## config.mk

```make
export PLATFORM = sky130hd
export DESIGN_NAME = fir_l3_feed_ctrl
export DESIGN_NICKNAME = d
export VERILOG_FILES = /design/src/rtl/fir_l3_feed_ctrl.sv
export SDC_FILE = /design/constraint.sdc
export NUM_CORES = 1
export LEC_CHECK = 0
export CAP_MARGIN = 20
export CORE_MARGIN = 8
export CORE_UTILIZATION = 47
export DETAILED_ROUTE_END_ITERATION = 10
export GPL_ROUTABILITY_DRIVEN = 0
export PLACE_DENSITY_LB_ADDON = 0.08
export RECOVER_POWER = 100
export REMOVE_ABC_BUFFERS = 1
export SYNTH_ARGS = -nofsm -noshare
export SYNTH_HDL_FRONTEND = slang
export SYNTH_SLANG_ARGS = --single-unit
```

## constraint.sdc

```tcl
create_clock -name clk -period 4.8 [get_ports clk]
set_clock_uncertainty 0.2 [all_clocks]
set_input_delay 1.44 -clock clk [delete_from_list [all_inputs] [get_ports clk]]
set_output_delay 1.44 -clock clk [all_outputs]
set_load 0.005 [all_outputs]
```

## src/rtl/fir_l3_feed_ctrl.sv

```systemverilog
// Feed controller for an L=3 parallel FIR: walks a 3-port sample ROM block by block,
// registers the lanes into the FIR and tracks output validity. FEED_CTRL_LOOP_EN wraps addresses until stop.

module fir_l3_feed_lane #(
  parameter int W = 16
) (
  input  logic         clk,
  input  logic         reset_n,
  input  logic         vld,
  input  logic [W-1:0] din,
  output logic [W-1:0] dout
);
  logic [W-1:0] dout_d, dout_q;

  // Lanes are forced to zero on idle cycles so the FIR never sees stale samples.
  always_comb dout_d = vld ? din : '0;

  always_ff @(posedge clk or negedge reset_n) begin
    if (!reset_n) dout_q <= '0;
    else          dout_q <= dout_d;
  end

  assign dout = dout_q;
endmodule

module fir_l3_feed_ctrl #(
  parameter int DATA_IN_WIDTH = 16,
  parameter int ADDR_WIDTH    = 9,
  parameter int PIPE_LATENCY  = 4
) (
  input  logic                     clk,
  input  logic                     reset_n,
  input  logic                     start,
  input  logic                     stop,
  input  logic [ADDR_WIDTH-1:0]    frame_blocks,
  output logic [ADDR_WIDTH-1:0]    rom_addr,
  input  logic [DATA_IN_WIDTH-1:0] rom_data_1,
  input  logic [DATA_IN_WIDTH-1:0] rom_data_2,
  input  logic [DATA_IN_WIDTH-1:0] rom_data_3,
  output logic [DATA_IN_WIDTH-1:0] fir_data_1,
  output logic [DATA_IN_WIDTH-1:0] fir_data_2,
  output logic [DATA_IN_WIDTH-1:0] fir_data_3,
  output logic                     fir_in_valid,
  output logic                     fir_out_valid,
  output logic                     busy,
  output logic                     done
);
  localparam int NUM_LANES = 3;
  localparam logic [ADDR_WIDTH-1:0]   ONE       = ADDR_WIDTH'(1);
  localparam logic [PIPE_LATENCY-1:0] TAIL_MASK = {PIPE_LATENCY{1'b1}} >> 1;

  typedef enum logic [1:0] {IDLE, RUN, DRAIN, DONE} state_e;

  state_e                  state_d, state_q;
  logic [ADDR_WIDTH-1:0]   rom_addr_d, rom_addr_q;
  logic [ADDR_WIDTH-1:0]   frame_blocks_d, frame_blocks_q;
  logic                    issue;
  logic                    last_addr;
  logic                    pending;
  logic                    rd_vld_q;
  logic                    fir_in_valid_q;
  logic [PIPE_LATENCY-1:0] vld_pipe_d, vld_pipe_q;

  logic [NUM_LANES-1:0][DATA_IN_WIDTH-1:0] rom_lanes, fir_lanes;

  assign last_addr = (rom_addr_q == frame_blocks_q - ONE);
  // Output stage is excluded: its valid completes in the same cycle DONE is entered.
  assign pending   = rd_vld_q | fir_in_valid_q | (|(vld_pipe_q & TAIL_MASK));

  always_comb begin
    state_d        = state_q;
    rom_addr_d     = rom_addr_q;
    frame_blocks_d = frame_blocks_q;
    issue          = 1'b0;
    case (state_q)
      IDLE: begin
        if (start && !stop) begin
          if (frame_blocks == '0) begin
            state_d = DONE;
          end else begin
            state_d        = RUN;
            rom_addr_d     = '0;
            frame_blocks_d = frame_blocks;
          end
        end
      end
      RUN: begin
        issue = 1'b1;
        if (stop) begin
          state_d = DRAIN;
        end else if (last_addr) begin
`ifdef FEED_CTRL_LOOP_EN
          rom_addr_d = '0;
`else
          state_d = DRAIN;
`endif
        end else begin
          rom_addr_d = rom_addr_q + ONE;
        end
      end
      DRAIN: begin
        if (!pending) state_d = DONE;
      end
      DONE:    state_d = IDLE;
      default: state_d = IDLE;
    endcase
  end

  always_comb begin
    vld_pipe_d[0] = fir_in_valid_q;
    for (int i = 1; i < PIPE_LATENCY; i++) vld_pipe_d[i] = vld_pipe_q[i-1];
  end

  always_ff @(posedge clk or negedge reset_n) begin
    if (!reset_n) begin
      state_q        <= IDLE;
      rom_addr_q     <= '0;
      frame_blocks_q <= '0;
      rd_vld_q       <= 1'b0;
      fir_in_valid_q <= 1'b0;
      vld_pipe_q     <= '0;
    end else begin
      state_q        <= state_d;
      rom_addr_q     <= rom_addr_d;
      frame_blocks_q <= frame_blocks_d;
      rd_vld_q       <= issue;
      fir_in_valid_q <= rd_vld_q;
      vld_pipe_q     <= vld_pipe_d;
    end
  end

  assign rom_lanes = {rom_data_3, rom_data_2, rom_data_1};

  for (genvar g = 0; g < NUM_LANES; g++) begin : g_lane
    fir_l3_feed_lane #(.W(DATA_IN_WIDTH)) u_lane (
      .clk     (clk),
      .reset_n (reset_n),
      .vld     (rd_vld_q),
      .din     (rom_lanes[g]),
      .dout    (fir_lanes[g])
    );
  end

  assign rom_addr      = rom_addr_q;
  assign fir_data_1    = fir_lanes[0];
  assign fir_data_2    = fir_lanes[1];
  assign fir_data_3    = fir_lanes[2];
  assign fir_in_valid  = fir_in_valid_q;
  assign fir_out_valid = vld_pipe_q[PIPE_LATENCY-1];
  assign busy          = (state_q != IDLE);
  assign done          = (state_q == DONE);
endmodule

```

; After elaboration in Yosys (flattened, before gate mapping)
; Cells that the tools add are included.
; Widths: inputs -> output; s select.
[op_classes]
addsub = 2
eq_ne = 10
n_mux = 15
bitwise = 3
n_reduce_logical = 10
[op_table]
columns = cell, n
row1 = $mux 16, 3
row2 = $mux 9, 4
row3 = $pmux 9 s2, 1
row4 = $mux 2, 5
row5 = $ne 2x2->1 const B, 5
row6 = $add 9x1->9 const B, 1
row7 = $eq 9x9->1, 1
row8 = $logic_not 9->1, 1
row9 = $sub 9x1->9 const B, 1
row10 = $pmux 2 s4, 1
row11 = $reduce_and 3->1, 2
row12 = $reduce_and 5->1, 1
row13 = $eq 2x2->1 const B, 2
row14 = $reduce_bool 2->1, 2
row15 = $ne 3x3->1 const B, 1
row16 = $reduce_or 3->1, 1
row17 = $eq 2x1->1 const B, 1
row18 = $logic_not 2->1, 1
row19 = $or 1x1->1, 2
row20 = $logic_and 1x1->1, 1
row21 = $logic_not 1->1, 1
row22 = $mux 1, 1
row23 = $not 1->1, 1
[totals]
ff_bits = 74
in_bits = 61
output_inout_bits = 61
elab_cells = 49

; Logic depth before layout (Yosys ltp)
; Gate-level depths: netlist of the first run.
[depth]
word_depth = 5
ltp_mapped = 10
mapped_depth_nobuf = 9

; Modules after synthesis
; From an unflattened synthesis of the first run, not the netlist that was laid out.
[hier_totals]
cells_unflattened = 257
hier_area_um2 = 3165.5
[by_module_without_submodules]
columns = mod, n_inst, cells_each, area_per_inst_um2, seq_area_each_um2
row1 = fir_l3_feed_ctrl, 1, 158, 1585.3, 650.6
row2 = fir_l3_feed_lane, 3, 33, 526.8, 400.4

; Least setup slack after synthesis of the first run
; Ideal clock, no wire load.
[synth_path]
path_kind = input to register
from = in stop
to = reg frame_blocks_q[2]
setup_time_ns = 0.125
arrival_ns = 2.566
t_required_ns = 4.475
slack_ns = 1.909
cell_stages = 5
n_path_buf = 1
path_cell_list = nand2b_1 a31oi_1 and2_1 clkbuf_1 mux2_2
[synth_between]
elab_chain_len = 3
[synth_lines]
columns = element, line
row1 = "start, declared", 34  ; input logic stop,
row2 = $logic_not 1->1, 77  ; if (start && !stop) begin
row3 = $logic_and 1x1->1, 77
row4 = $reduce_and 3->1 (no line), -
row5 = "end signal, assigned", 125  ; frame_blocks_q <= frame_blocks_d;
row6 = "end, declared", 56  ; logic [ADDR_WIDTH-1:0] frame_blocks_d, frame_blocks_q;
; No other way between the ends.
; A chain may end at the register's enable or synchronous reset.

; Worst setup path in the final report of the first run
[layout_path]
from = reg state_q[0]
to = out busy
[layout_between]
elab_chain_len = 1
[layout_lines]
columns = element, line
row1 = "start, declared", 54  ; state_e state_d, state_q;
row2 = "start signal, assigned", 123  ; state_q <= state_d;
row3 = $reduce_bool 2->1, 150  ; assign busy = (state_q != IDLE);
row4 = "end, declared", 45  ; output logic busy,
; No other way between the ends.

==> results by group, run 1 <==
Global route
  • Initial antenna violation count: 0
  • Total Routing Usage GR: around 17%
  • Number of global-route vias before repair: roughly 2600
  • Total grt overflow: 0
  • Largest net degree at the start of global routing: 75
  • First-pass GRT wire length: 13100 µm

Run
  • Max-Cap Viols: 2

Run status
  • Status: finished with violations
  • Failing checks: capacitance limit, slew limit

STA
  • Least-Margin Pin Slew: 1.798 ns
  • Slew margin rel.: -19.87%
  • RSZ-0062 raised after global routing: false
  • Number of setup violations in the final report: 0
  • Part of the cycle the worst path needs: 72.39%
  • Fin crit period: 3.475 ns
  • Max Slew Vio Count: 125
  • Final hold slack: 0.1701 ns
  • Fmax: ~290 MHz
  • TNS Setup: 0 ns
  • Final Hold Fails: 0
  • Worst setup margin: between 1 and 1.5 ns

Placed design
  • Input/output buffers: between 100 and 150
  • Dpl cells: 445
  • DPL Wire Length: 6011 µm
  • Dpl ws: 1.451 ns

Critical path
  • Arr. time, crit path: 1.83 ns
  • Crit path capture type: primary output
  • Cells on worst reg2reg path: 9
  • Worst setup SP type: register
  • CP Class: reg2out
  • Crit path max fanout: 6
  • Worst EP required: 3.16 ns

Detailed routing
  • Starting DRT DRC Count: 59
  • Pre-antenna DRT Iters: 4
  • Via count: between 2000 and 2500
  • Post-route DRC violation count: 0
  • Wire per inst: 17.34 µm
  • Routed vias/inst: 5.082
  • Drt total wl: 7993 µm
  • ANT nets after route: 0

CTS
  • Max H-tree Level: 3
  • Root Buffer: clkbuf_8
  • CTS Sinks: 74
  • Post-cts resize count: 0
  • Skew-Pair Late Insertion Delay: approximately 0.35 ns
  • CTS Buffer Depth: 2
  • Post-CTS Setup Bufs: 0
  • Total CTS buffers: 9
  • CTS clock-pin slew for the worst setup and hold paths: 0.08 ns
  • CTS Hold Bufs: 0
  • TritonCTS clock tree: yes

Yosys
  • Seq cells post-synth: 74
  • Yosys cell types: 46
  • Synthesis Warnings: 0
  • Mean post-synth cell area: 11.94 µm²
  • Main flop type after synthesis: dfrtp_1
  • Cells after synthesis: between 200 and 300
  • Async SR Flop Fraction: 100.0%
  • Syn Std Cell Area: 0.003080 mm²
  • Post-synth EDFFs: 0
  • Seq/Total Area, Yosys: about 60%

Finish
  • Fin nets: 446
  • Area occupied by multi-input gates: 0.001135 mm²
  • Layout area overhead: 47.03%
  • Layout cells sized above 1: 8.073%
  • Register area: 0.001852 mm²
  • Commonest non-fill, non-tap cell in the layout: dfrtp_1
  • Post-Layout Cell Count: 461
  • Fill cells: between 400 and 500
  • Commonest cells after routing, fill and taps aside: dfrtp_1, dlygate4sd3_1, clkdlybuf4s50_1, and2_0, and2_1
  • Ant diodes: 0
  • Fin util: slightly above 70%

Floorplan
  • # IOs: ~120
  • Die height: about 97 µm
  • Die W: between 90 and 100 µm
  • Die ar.: 0.009400 mm²
  • Initial Util: 48.51%
  • Row cnt: 29
  • Core Box Area: around 0.0063 mm²

Pwr
  • PwrDens: 480.3 mW/mm²
  • Peak VDD IR: 0.0004189 V
  • Static leakage: 2.122 nW

Min path
  • Worst Hold Depth: 0
  • Min-delay worst type: reg2reg
[layer usage]
metal | track usage (%) | wire, µm | vias up
li1 | - | - | 1116
met1 | 18.11 | 2982 | 1140
met2 | 26.98 | 3831 | 77
met3 | 11.24 | 1068 | 10
met4 | 7.692 | 110 | 0
met5 | 0 | 0 | -
[synthesized netlist by cell type (2+ instances only)]
cell	count	area, µm²
a31oi_1	3	18.77
xnor2_1	8	70.07
buf_2	2	10.01
nand3_1	4	20.02
o31ai_1	3	22.52
o21ai_0	10	50.05
o32a_1	2	20.02
nand2b_1	3	18.77
and2_1	53	331.6
nor2b_1	4	25.02
clkbuf_1	9	33.78
dfrtp_1	74	1852
ha_1	6	75.07
nor2_1	8	30.03
nand2_1	11	41.29
o21ai_1	4	20.02
inv_1	6	22.52
xor2_1	2	17.52
o22a_1	3	26.28
nor3_1	9	45.04
mux2_2	7	78.83
o21a_1	2	15.01
or4_1	2	15.01
[metrics by stage]
step | power [W] | instance area (µm²)
global route | 0.002315 | 4529
finish | 0.002175 | 4529
global placement | 0.001735 | 4338
detailed placement | 0.001754 | 4338
floorplan | 0.001331 | 3025
CTS | 0.002267 | 4552
[cells by family (layout without fill, tap and decap cells)]
group,after synthesis,count (layout),synth area share (%)
simple gates,104,104,19.82
buf+inv,18,144,2.518
fa+ha+maj,6,6,2.437
compound gates,39,39,9.708
flops,74,74,60.11
xor+xnor,10,10,2.843
mux,7,7,2.559
[where the power goes]
part	switching (W)	internal [W]
logic	0.000349	0.000418
registers	0.000120	0.000782
clock network	0.000225	0.000282
total	0.000694	0.00148
[critical path, stage by stage (launching register included)]
cell and delay (ns):
dfrtp_1 0.42, inv_1 0.10, ha_1 0.28, inv_1 0.10, dlygate4sd3_1 0.59
[worst paths after layout]
check | from | endpoint | slack [ns]
min in group asynchronous | reset_n | rom_addr[4] | 1.36
worst min-delay path | vld_pipe_q[0] | vld_pipe_q[1] | 0.17
max in group asynchronous | reset_n | g_lane[1].u_lane.dout[14] | 1.96
worst max-delay path | state_q[0] | busy | 1.33
worst min register to register | vld_pipe_q[0] | vld_pipe_q[1] | 0.17
worst max register to register | frame_blocks_q[0] | rom_addr[4] | 1.70
[final cells by class]
type                    instances  area share, %
flip-flops and latches         74          40.88
clock buffers                  12          3.646
multi-input cells             166          25.06
well taps                      77          2.127
inverters                       6         0.4972
repair buffers                122          26.71
clock inverters                 4          1.077
[registers in the layout, indices dropped and copies added, names as in the netlist]
signal	flops
g_lane.u_lane.dout	48
vld_pipe_q	4
state_q	2
rom_addr	9
rd_vld_q	1
fir_in_valid	1
frame_blocks_q	9
(Power assumes the default switching activity.)
==> run 2: changes to the inputs <==
--- a/config.mk
+++ b/config.mk
@@ -7,7 +7,7 @@
 export LEC_CHECK = 0
 export CAP_MARGIN = 20
 export CORE_MARGIN = 8
-export CORE_UTILIZATION = 47
+export CORE_UTILIZATION = 43
 export DETAILED_ROUTE_END_ITERATION = 10
 export GPL_ROUTABILITY_DRIVEN = 0
 export PLACE_DENSITY_LB_ADDON = 0.08
==> constraint.sdc (replaced) <==
create_clock -name clk -period 3.2 [get_ports clk]
set_clock_uncertainty 0.2 [all_clocks]
set_input_delay 0.96 -clock clk [delete_from_list [all_inputs] [get_ports clk]]
set_output_delay 0.96 -clock clk [all_outputs]
set_load 0.005 [all_outputs]
==> run 2 against run 1 <==
Compared with the run above: the flow still finishes with violations (capacitance limit, slew limit); via count is 1.7% lower; die area is 7.7% higher; critical path depth stayed put; worst setup slack got worse by 1.1 ns; global-route usage shrank 1.1 points; total power rose by 55%; clock-buffer cell count shrank 2; final area grew 1.7%; non-clock buffer count up 1; critical path type unchanged.
==> results by group, run 2 (same netlist as run 1, synthesis figures left out) <==
Run status
  • Status: finished with violations
  • Failing checks: capacitance limit, slew limit

Global route
  • Total grt overflow: 0 (unchanged)
  • Met3 usage: 9.876% (-1.4 points)
  • Number of global-route vias before repair: 2501 (-3.0%)
  • Grt met2 use: 26.18% (-0.79 points)
  • First-pass GRT wire length: 12680 µm (-3.2%)
  • Largest net degree at the start of global routing: 50 (-33%)
  • Total Routing Usage GR: 16.31% (-1.1 points)
  • Most crowded layer after global routing: met2
  • Initial antenna violation count: 0 (unchanged)
  • Met1 Usage GRT: 16.72% (-1.4 points)

Pwr
  • Peak VDD IR: 0.0003036 V (-28%)
  • PwrDens: 733.5 mW/mm² (+53%)
  • Static leakage: 2.138 nW (+0.75%)

Critical path
  • Crit path capture type: primary output
  • Worst EP required: 2.04 ns (-1.12 ns)
  • Slowest CP cell: dlygate4sd3_1
  • Crit path max fanout: 6 (unchanged)
  • CP bufs+invs: 3 (unchanged)
  • Reg2reg setup slack: 0.35 ns (-1.35 ns)
  • Crit path max-delay family: buffers and inverters
  • Crit Reg-Reg Endpoint: rom_addr[5]
  • Worst setup SP type: register
  • CP Class: reg2out
  • CP cell instances: inv_1 > ha_1 > inv_1 > dlygate4sd3_1
  • Critical path depth in cells: 4 (unchanged)
  • Cells on worst reg2reg path: 8 (-1)
  • Crit-path most repeated cell: inv_1
  • Arr. time, crit path: 1.79 ns (-0.04 ns)
  • Reg-to-reg startpoint: frame_blocks_q[0]
  • CP peak stage delay: 0.58 ns (about the same)

Finish
  • Fin nets: 447 (+0.22%)
  • Register area: 0.001852 mm² (unchanged)
  • Commonest cells after routing, fill and taps aside: dfrtp_1, dlygate4sd3_1, clkdlybuf4s50_1, and2_1, and2_0
  • Fin util: 64.92% (-6.4 points)
  • Layout area overhead: 49.59%
  • Area occupied by multi-input gates: 0.001139 mm² (+0.33%)
  • Layout cells sized above 1: 8.052% (-0.021 points)
  • Ant diodes: 0 (unchanged)
  • Commonest non-fill, non-tap cell in the layout: dfrtp_1
  • Largest register FFs: 48 (unchanged)
  • Fill cells: 567 (+18%)

Min path
  • Min-delay worst type: reg2reg
  • HP Start: vld_pipe_q[0]
  • Worst Hold Depth: 0 (unchanged)
  • WHS Endpoint: vld_pipe_q[1]

Floorplan
  • Row cnt: 31 (+6.9%)
  • Initial Util: 43.40% (-5.1 points)
  • Core Box Area: 0.007098 mm² (+12%)
  • Die W: 100.6 µm (+3.8%)
  • Die ar.: 0.01013 mm² (+7.7%)
  • Die height: 100.6 µm (+3.8%)
  • # IOs: 122 (unchanged)

STA
  • Max Slew Vio Count: 32 (-74%)
  • Fin crit period: 2.951 ns
  • Part of the cycle the worst path needs: 92.23%
  • TNS Setup: 0 ns (unchanged)
  • Final Hold Fails: 0 (unchanged)
  • Number of setup violations in the final report: 0 (unchanged)
  • Fmax: 338.8 MHz
  • RSZ-0062 raised after global routing: false
  • Slew margin rel.: -22.68% (-2.8 points)
  • Worst setup margin: 0.2485 ns (-1.077 ns)
  • Least-Margin Pin Slew: 1.840 ns (+0.04219 ns)

CTS
  • Skew-Pair Late Insertion Delay: 0.34 ns (about the same)
  • CTS Buffer Depth: 2 (unchanged)
  • CTS Sinks: 74 (unchanged)
  • Total CTS buffers: 9 (unchanged)
  • Max H-tree Level: 3 (unchanged)
  • CTS Hold Bufs: 0 (unchanged)
  • CTS clock-pin slew for the worst setup and hold paths: 0.08 ns (about the same)
  • Post-CTS Setup Bufs: 0 (unchanged)
  • Root Buffer: clkbuf_8
  • Post-cts resize count: 0 (unchanged)
  • TritonCTS clock tree: yes

Placed design
  • DPL Wire Length: 5880 µm (-2.2%)
  • Input/output buffers: 121 (unchanged)
  • Dpl ws: 0.3077 ns (-1.144 ns)

Detailed routing
  • Wire per inst: 16.17 µm (-6.7%)
  • Pre-antenna DRT Iters: 4 (unchanged)
  • ANT nets after route: 0 (unchanged)
  • Routed vias/inst: 4.760 (-6.3%)
  • Starting DRT DRC Count: 46 (-22%)
  • Post-route DRC violation count: 0 (unchanged)
  • Drt total wl: 7826 µm (-2.1%)
  • Via count: 2304 (-1.7%)

Run
  • Max-Cap Viols: 1 (-1)
run 2: cell count changes in the layout (fill, tap and decap cells not counted), sizes merged:
cell	previous run	this run
buf	0	1
bufinv	1	3
clkinvlp	0	1
clkbuf	14	12
clkinv	3	2
run 2: cell type report:
| class | instances | area share (%) |
|---|---|---|
| clock buffer | 10 | 2.769 |
| clock inverter | 6 | 2.498 |
| inverter | 6 | 0.4887 |
| multi-input combinational | 166 | 24.71 |
| sequential | 74 | 40.18 |
| tap | 99 | 2.688 |
| timing repair buffer | 123 | 26.66 |
run 2: worst max-delay path by stage:
| stage | startpoint | end | slack [ns] |
|---|---|---|---|
| 2_1_floorplan | frame_blocks_q[0] | rom_addr[5] | 0.72 |
| 3_3_place_gp | frame_blocks[4] | rom_addr[5] | 0.35 |
| 3_5_place_dp | stop | frame_blocks_q[8] | 0.31 |
| 4_1_cts | state_q[0] | busy | 0.29 |
| 5_1_grt | frame_blocks_q[0] | rom_addr[5] | 0.09 |
| 6_report | state_q[0] | busy | 0.25 |
run 2: stage by stage:
step	cell area, µm²	hold slack (ns)	cells	total power (W)
2_1_floorplan	3025	0.1456	246	0.001997
3_3_place_gp	4385	0.1507	468	0.002616
3_5_place_dp	4385	0.1610	468	0.002638
4_1_cts	4628	0.1777	484	0.003526
5_1_grt	4608	0.1814	484	0.003613
6_report	4608	0.1759	484	0.003380
run 2: power breakdown:
part | leakage (nW) | internal [W] | switching (W)
clock | 0.117 | 0.000521 | 0.000351
sequential | 0.990 | 0.00117 | 0.000182
combinational | 1.03 | 0.000632 | 0.000522
total | 2.14 | 0.00233 | 0.00105
run 2: per-layer routing:
| layer | share of wire, % | vias to the layer above |
|---|---|---|
| met2 | 48 | 77 |
| met1 | 38 | 1101 |
| met3 | 12 | 10 |
| met5 | 0 | - |
| met4 | 1.3 | 0 |
| li1 | - | 1116 |
